`src/rtl/des_pkg.sv`:
```
// Shared DES key-schedule definitions: PC-1/PC-2 permutations, rotation schedule and FSM state type.
package des_pkg;

    typedef logic [1:48] subkey_t;

    typedef enum logic {
        IDLE = 1'b0,
        GEN  = 1'b1
    } state_t;

    // Bit r-1 set means round r rotates by one position, otherwise by two.
    localparam logic [15:0] DES_SHIFT_SCHED = 16'h8103;

    localparam int PC1_TAB [56] = '{
        57, 49, 41, 33, 25, 17,  9,
         1, 58, 50, 42, 34, 26, 18,
        10,  2, 59, 51, 43, 35, 27,
        19, 11,  3, 60, 52, 44, 36,
        63, 55, 47, 39, 31, 23, 15,
         7, 62, 54, 46, 38, 30, 22,
        14,  6, 61, 53, 45, 37, 29,
        21, 13,  5, 28, 20, 12,  4
    };

    localparam int PC2_TAB [48] = '{
        14, 17, 11, 24,  1,  5,
         3, 28, 15,  6, 21, 10,
        23, 19, 12,  4, 26,  8,
        16,  7, 27, 20, 13,  2,
        41, 52, 31, 37, 47, 55,
        30, 40, 51, 45, 33, 48,
        44, 49, 39, 56, 34, 53,
        46, 42, 50, 36, 29, 32
    };

    // Tables use DES numbering where bit 1 is the MSB of the vector.
    function automatic logic [55:0] des_pc1(input logic [63:0] key);
        logic [55:0] cd;
        cd = '0;
        for (int i = 0; i < 56; i++) begin
            cd[6'(55 - i)] = key[6'(64 - PC1_TAB[i])];
        end
        return cd;
    endfunction

    function automatic subkey_t des_pc2(input logic [55:0] cd);
        subkey_t k;
        k = '0;
        for (int j = 0; j < 48; j++) begin
            k[6'(j + 1)] = cd[6'(56 - PC2_TAB[j])];
        end
        return k;
    endfunction

endpackage

```
`src/rtl/des_key_rotate_pc2.sv`:
```
// One key-schedule round step: rotate the C and D halves left by one or two, then apply PC-2.
module des_key_rotate_pc2
    import des_pkg::*;
(
    input  logic [27:0] c,
    input  logic [27:0] d,
    input  logic        shift1,
    output logic [27:0] c_rot,
    output logic [27:0] d_rot,
    output logic [47:0] subkey
);

    always_comb begin
        if (shift1) begin
            c_rot = {c[26:0], c[27]};
            d_rot = {d[26:0], d[27]};
        end else begin
            c_rot = {c[25:0], c[27:26]};
            d_rot = {d[25:0], d[27:26]};
        end
    end

    assign subkey = des_pc2({c_rot, d_rot});

endmodule

```
`src/rtl/des_key_schedule_seq.sv`:
```
// Multi-slot sequential DES key schedule: one round per clock into a subkey file, with a
// registered read port that can return rounds in encrypt or reversed (decrypt) order.
module des_key_schedule_seq
    import des_pkg::*;
#(
    parameter int          NUM_KEYS    = 3,
    parameter logic [15:0] SHIFT_SCHED = DES_SHIFT_SCHED,
    localparam int         SW          = (NUM_KEYS > 1) ? $clog2(NUM_KEYS) : 1
) (
    input  logic                clk,
    input  logic                rst,
    input  logic                key_valid,
    output logic                key_ready,
    input  logic [63:0]         key_in,
    input  logic [SW-1:0]       key_slot,
    output logic                sched_done,
    output logic [NUM_KEYS-1:0] slot_ready,
    input  logic                rd_en,
    input  logic [SW-1:0]       rd_slot,
    input  logic [3:0]          rd_round,
    input  logic                rd_decrypt,
    output logic                subkey_valid,
    output logic [47:0]         subkey_out
);

    localparam logic [SW:0] NUM_SLOTS = NUM_KEYS[SW:0];

    state_t              state;
    state_t              state_next;
    logic [3:0]          round;
    logic [SW-1:0]       slot;
    logic [27:0]         c_half;
    logic [27:0]         d_half;
    logic [27:0]         c_rot;
    logic [27:0]         d_rot;
    logic [47:0]         pc2_out;
    logic [NUM_KEYS-1:0] ready_bits;
    logic                done_p1;
    logic                vld_p1;
    logic [47:0]         subkey_p1;
    subkey_t             key_file [NUM_KEYS][16];

    logic                accept;
    logic                last_round;
    logic                rd_hit;
    logic [3:0]          rd_idx;

    // Out-of-range slots are silently refused while key_ready stays high.
    assign accept     = key_valid && key_ready && ({1'b0, key_slot} < NUM_SLOTS);
    assign last_round = (state == GEN) && (round == 4'd15);

    always_ff @(posedge clk or posedge rst) begin
        if (rst) state <= IDLE;
        else     state <= state_next;
    end

    always_comb begin
        state_next = state;
        case (state)
            IDLE:    if (accept) state_next = GEN;
            GEN:     if (round == 4'd15) state_next = IDLE;
            default: state_next = IDLE;
        endcase
    end

    always_comb begin
        key_ready = (state == IDLE);
    end

    des_key_rotate_pc2 u_rotate (
        .c      (c_half),
        .d      (d_half),
        .shift1 (SHIFT_SCHED[round]),
        .c_rot  (c_rot),
        .d_rot  (d_rot),
        .subkey (pc2_out)
    );

    // The 16 rotations sum to 28, so C/D are back at PC-1(key) when generation ends.
    always_ff @(posedge clk or posedge rst) begin
        if (rst) begin
            round      <= '0;
            slot       <= '0;
            c_half     <= '0;
            d_half     <= '0;
            ready_bits <= '0;
            done_p1    <= 1'b0;
        end else begin
            done_p1 <= last_round;
            if (accept) begin
                {c_half, d_half}     <= des_pc1(key_in);
                slot                 <= key_slot;
                round                <= 4'd0;
                ready_bits[key_slot] <= 1'b0;
            end else if (state == GEN) begin
                c_half <= c_rot;
                d_half <= d_rot;
                round  <= round + 4'd1;
                if (last_round) ready_bits[slot] <= 1'b1;
            end
        end
    end

    always_ff @(posedge clk) begin
        if (state == GEN) key_file[slot][round] <= pc2_out;
    end

    // Read stage p1: readiness is sampled before this edge's updates, so a reload's accept cycle still reads old data.
    assign rd_idx = rd_decrypt ? (4'd15 - rd_round) : rd_round;
    assign rd_hit = rd_en && ({1'b0, rd_slot} < NUM_SLOTS) && ready_bits[rd_slot];

    always_ff @(posedge clk or posedge rst) begin
        if (rst) begin
            vld_p1    <= 1'b0;
            subkey_p1 <= '0;
        end else begin
            vld_p1    <= rd_hit;
            subkey_p1 <= rd_hit ? key_file[rd_slot][rd_idx] : '0;
        end
    end

    assign sched_done   = done_p1;
    assign slot_ready   = ready_bits;
    assign subkey_valid = vld_p1;
    assign subkey_out   = subkey_p1;

endmodule

```
`config.mk`:
```
export PLATFORM = sky130hd
export DESIGN_NAME = des_key_schedule_seq
export DESIGN_NICKNAME = d
export VERILOG_FILES = /design/src/rtl/des_pkg.sv /design/src/rtl/des_key_rotate_pc2.sv /design/src/rtl/des_key_schedule_seq.sv
export SDC_FILE = /design/constraint.sdc
export NUM_CORES = 1
export LEC_CHECK = 0
export CORE_MARGIN = 1
export CORE_UTILIZATION = 60
export CTS_CLUSTER_DIAMETER = 150
export DETAILED_ROUTE_END_ITERATION = 12
export PLACE_DENSITY = 0.8
export SYNTH_ARGS = -nofsm -noshare
export SYNTH_HDL_FRONTEND = slang
export SYNTH_SLANG_ARGS = --single-unit
```
`constraint.sdc`:
```
create_clock -name clk -period 3.1 [get_ports clk]
set_input_delay 0.31 -clock clk [delete_from_list [all_inputs] [get_ports clk]]
set_output_delay 0.31 -clock clk [all_outputs]
set_load 0.05 [all_outputs]
```
==> summary.txt <==
Place
  – # port buffers: 44
  – Post-Place Worst Slack: 0.2260 ns
  – DP Wirelength: 33160 um
  – Placer Congestion: about 0.92
  – Placed instance count: 2127

Synthesis
  – Synth Instances: ~1.6k
  – Dominant synthesized flop cell: edfxtp_1
  – Cell area after synthesis: 23460 um2
  – Post-synthesis sequential area ratio: 69.77%
  – Synthesized flop and latch total: 558
  – Dominant cells by area after synthesis: edfxtp_1 61%, dfrtp_1 8.3%, mux4_2 6.2%, mux2i_1 3.2%, nand2_1 2.7%
  – Synth top area share: 61.45%
  – Area leader, netlist: edfxtp_1
  – Async SR Flop Fraction: between 10% and 20%
  – Post-Syn Area per Cell: 14.99 um2
  – EDFF count, synth: 480
  – Cell variety after synth: 61
  – YS warnings: 0

Floorplanning
  – IO Count: 131
  – Die Span Y: approximately 200 um
  – Initial core utilization: 60.69%
  – Die Wd: 199.7 um
  – Core Region: 38650 um2
  – DIE AREA: ~40000 um2
  – # rows: 72

STA
  – Worst slew margin: between 10% and 20%
  – Post-route minimum period: 2.802 ns
  – Final Hold Vio Count: 0
  – RSZ-0062 raised after global routing: false
  – Final Max Tran Viols: 0
  – Fin worst setup slack: approximately 0.30 ns
  – Clk_skew: 0.01836 ns
  – Setup violators final: 0
  – Final Cycle Share: about nine tenths
  – Max Clk Rate: 356.9 MHz
  – Slew @ Worst Pin: 1.218 ns
  – TNS Setup: 0 ns

Routing
  – Vias: 14.18k
  – Routed wire per std cell: 24.51 um
  – ANT nets after route: 0
  – DRT Wirelength: 54530 um
  – Detailed Routing Iterations Pass 1: 6
  – Drt drc: 0
  – Vias/cell: 6.375
  – Initial drt markers: 1513

Critical path
  – CP max stage delay: 0.44 ns
  – Crit Path Max Fanout: 49
  – Setup Crit Path Kind: flop to flop
  – Worst setup SP type: flop
  – Most frequent CP cell: buf_4
  – Crit path required time: about 3.4 ns
  – Slowest CP cell: dfrtp_1
  – CP Cell Sequence: inv_1 > ha_1 > a21oi_1 > o21ai_4 > buf_4 > mux2_2 > buf_4
  – Crit end category: flop
  – CP arrival: 3.06 ns

CTS
  – Clock root cell: clkbuf_16
  – Htree depth: 2
  – Num CTS Buffers: 53
  – CTS Buffer Depth: 3
  – CTS sink cnt: approximately 560
  – CTS tree: done
  – Cts hold-fix bufs: 0
  – Post-CTS Setup Bufs: 0
  – CTS clk-pin slew, worst paths: 0.06 ns
  – Clock latency on the worst-skew pair: 0.59 ns
  – Post-cts sizing count: 0

Global route
  – Remaining global-route overflow: 0
  – Largest net degree at the start of global routing: 73
  – Antenna violations before repair: 0
  – First-pass GRT wire length: a little over 80000 um
  – Overall Global Routing Usage: 28.09%
  – Vias in the first global route: roughly 14k

Final layout
  – # fillers: 2485
  – Layout cells sized above 1: 16.40%
  – Commonest non-fill, non-tap cells in the layout: 480 x edfxtp_1, 167 x nand2_1, 103 x buf_4
  – Commonest non-fill, non-tap cell in the layout: edfxtp_1
  – Final Util: 68.05%
  – NumNets Final: 1745
  – Area growth, synth to finish: 12.12%
  – ANT cells: 0
  – Non-Filler Instances: roughly 2.2k

Run
  – # Max-Cap Violations: 0

Power
  – PwrDens: 813.6 nW/um2
  – Leak: 9.237 nW
  – Maximum VDD drop: 0.6589 mV

Worst hold path
  – Hold WC Path Type: input port to async pin

Outcome
  – Outcome: complete, no violations
## critical path, delay by kind of cell, from the launching register on
family                   cells  cell delay, ns
flip-flops                   1            0.44
buffers and inverters        3            0.87
adder cells (fa/ha/maj)      1            0.23
multiplexers                 1            0.38
AO/OA/AOI/OAI                2            0.49
## final cells by class
class	instances	area, um2	area share (%)
multi-input cells	891	6379	24.25
repair buffers	150	1264	4.805
flip-flops and latches	558	16370	62.23
clock inverters	20	101.3	0.3854
clock buffers	78	1503	5.714
inverters	10	38.79	0.1475
well taps	518	648.1	2.464
## where the power goes
part	leakage, nW	total, mW	switching [mW]	internal, mW
Clock	0.794	6.01	2.66	3.35
Combinational	3.03	4.85	3.47	1.38
Sequential	5.42	10.5	0.412	10.1
## cell usage after synthesis (all sizes together) (2+ instances only)
| cell | count |
|---|---|
| nand4 | 5 |
| dfrtp | 78 |
| o221ai | 14 |
| or4 | 8 |
| o31ai | 3 |
| o21ai | 71 |
| clkbuf | 46 |
| o22a | 2 |
| or2 | 2 |
| a32oi | 2 |
| a31oi | 31 |
| o32ai | 9 |
| and3 | 16 |
| inv | 9 |
| a21o | 3 |
| edfxtp | 480 |
| mux4 | 65 |
| mux2i | 76 |
| nand3 | 60 |
| a221oi | 17 |
| mux2 | 18 |
| and2 | 3 |
| xor2 | 6 |
| nor3b | 3 |
| o22ai | 42 |
| nor3 | 22 |
| nand2b | 14 |
| buf | 97 |
| nand2 | 167 |
| a22oi | 17 |
| nor2b | 10 |
| a21oi | 48 |
| or3 | 2 |
| nor2 | 77 |
| ha | 4 |
| xnor2 | 2 |
| o211ai | 8 |
| a211oi | 17 |
## state kept, by name, indices dropped and copies added (netlist names)
register and flops:
slot 2, c_half 28, round 4, subkey_valid 1, sched_done 1, subkey_out 10, d_half 28, key_file 480
slot_ready 3, state 1
## layer usage
metal / up-vias / track usage (%) / wire length (um)
met5: - / 0 / 0
met3: 135 / 5.958 / 5523
met4: 0 / 10.80 / 2118
met2: 844 / 45.86 / 26420
li1: 6205 / - / -
met1: 7000 / 37.32 / 20470
## cells by family after synthesis
kind of cell               count (synthesis)  synth area share [%]
AOI/OAI and AO/OA                        290                 7.980
other                                      1               0.01599
xor gates and xnor gates                   8                0.3787
adders and majority gates                  4                0.2134
buffers and inverters                    153                 3.739
DFF                                      558                 69.77
muxes                                    159                 10.36
and+or+nand+nor                          392                 7.537
## per-stage QoR
stage / hold slack [ns] / cell area, um2 / power (mW)
2_1_floorplan: 0.4514 / 23600 / 13.55
3_3_place_gp: 0.4939 / 24690 / 15.15
3_5_place_dp: 0.5086 / 24690 / 15.42
4_1_cts: 0.1445 / 26300 / 21.42
5_1_grt: 0.1865 / 26300 / 22.14
6_report: 0.1384 / 26300 / 21.40
## worst paths after layout
kind	startpoint	end	slack (ns)	cells after the start
max in group asynchronous	rst	d_half[26]	2.12	3
hold reg to reg	slot_ready[1]	slot_ready[1]	0.52	1
min in group clk	key_in[9]	d_half[26]	0.34	3
setup / recovery	round[1]	key_file[0][148]	0.30	7
setup reg to reg	round[1]	key_file[0][148]	0.30	7
hold / removal	rst	subkey_out[40]	0.14	2
Power figures use the tool's default switching activity.
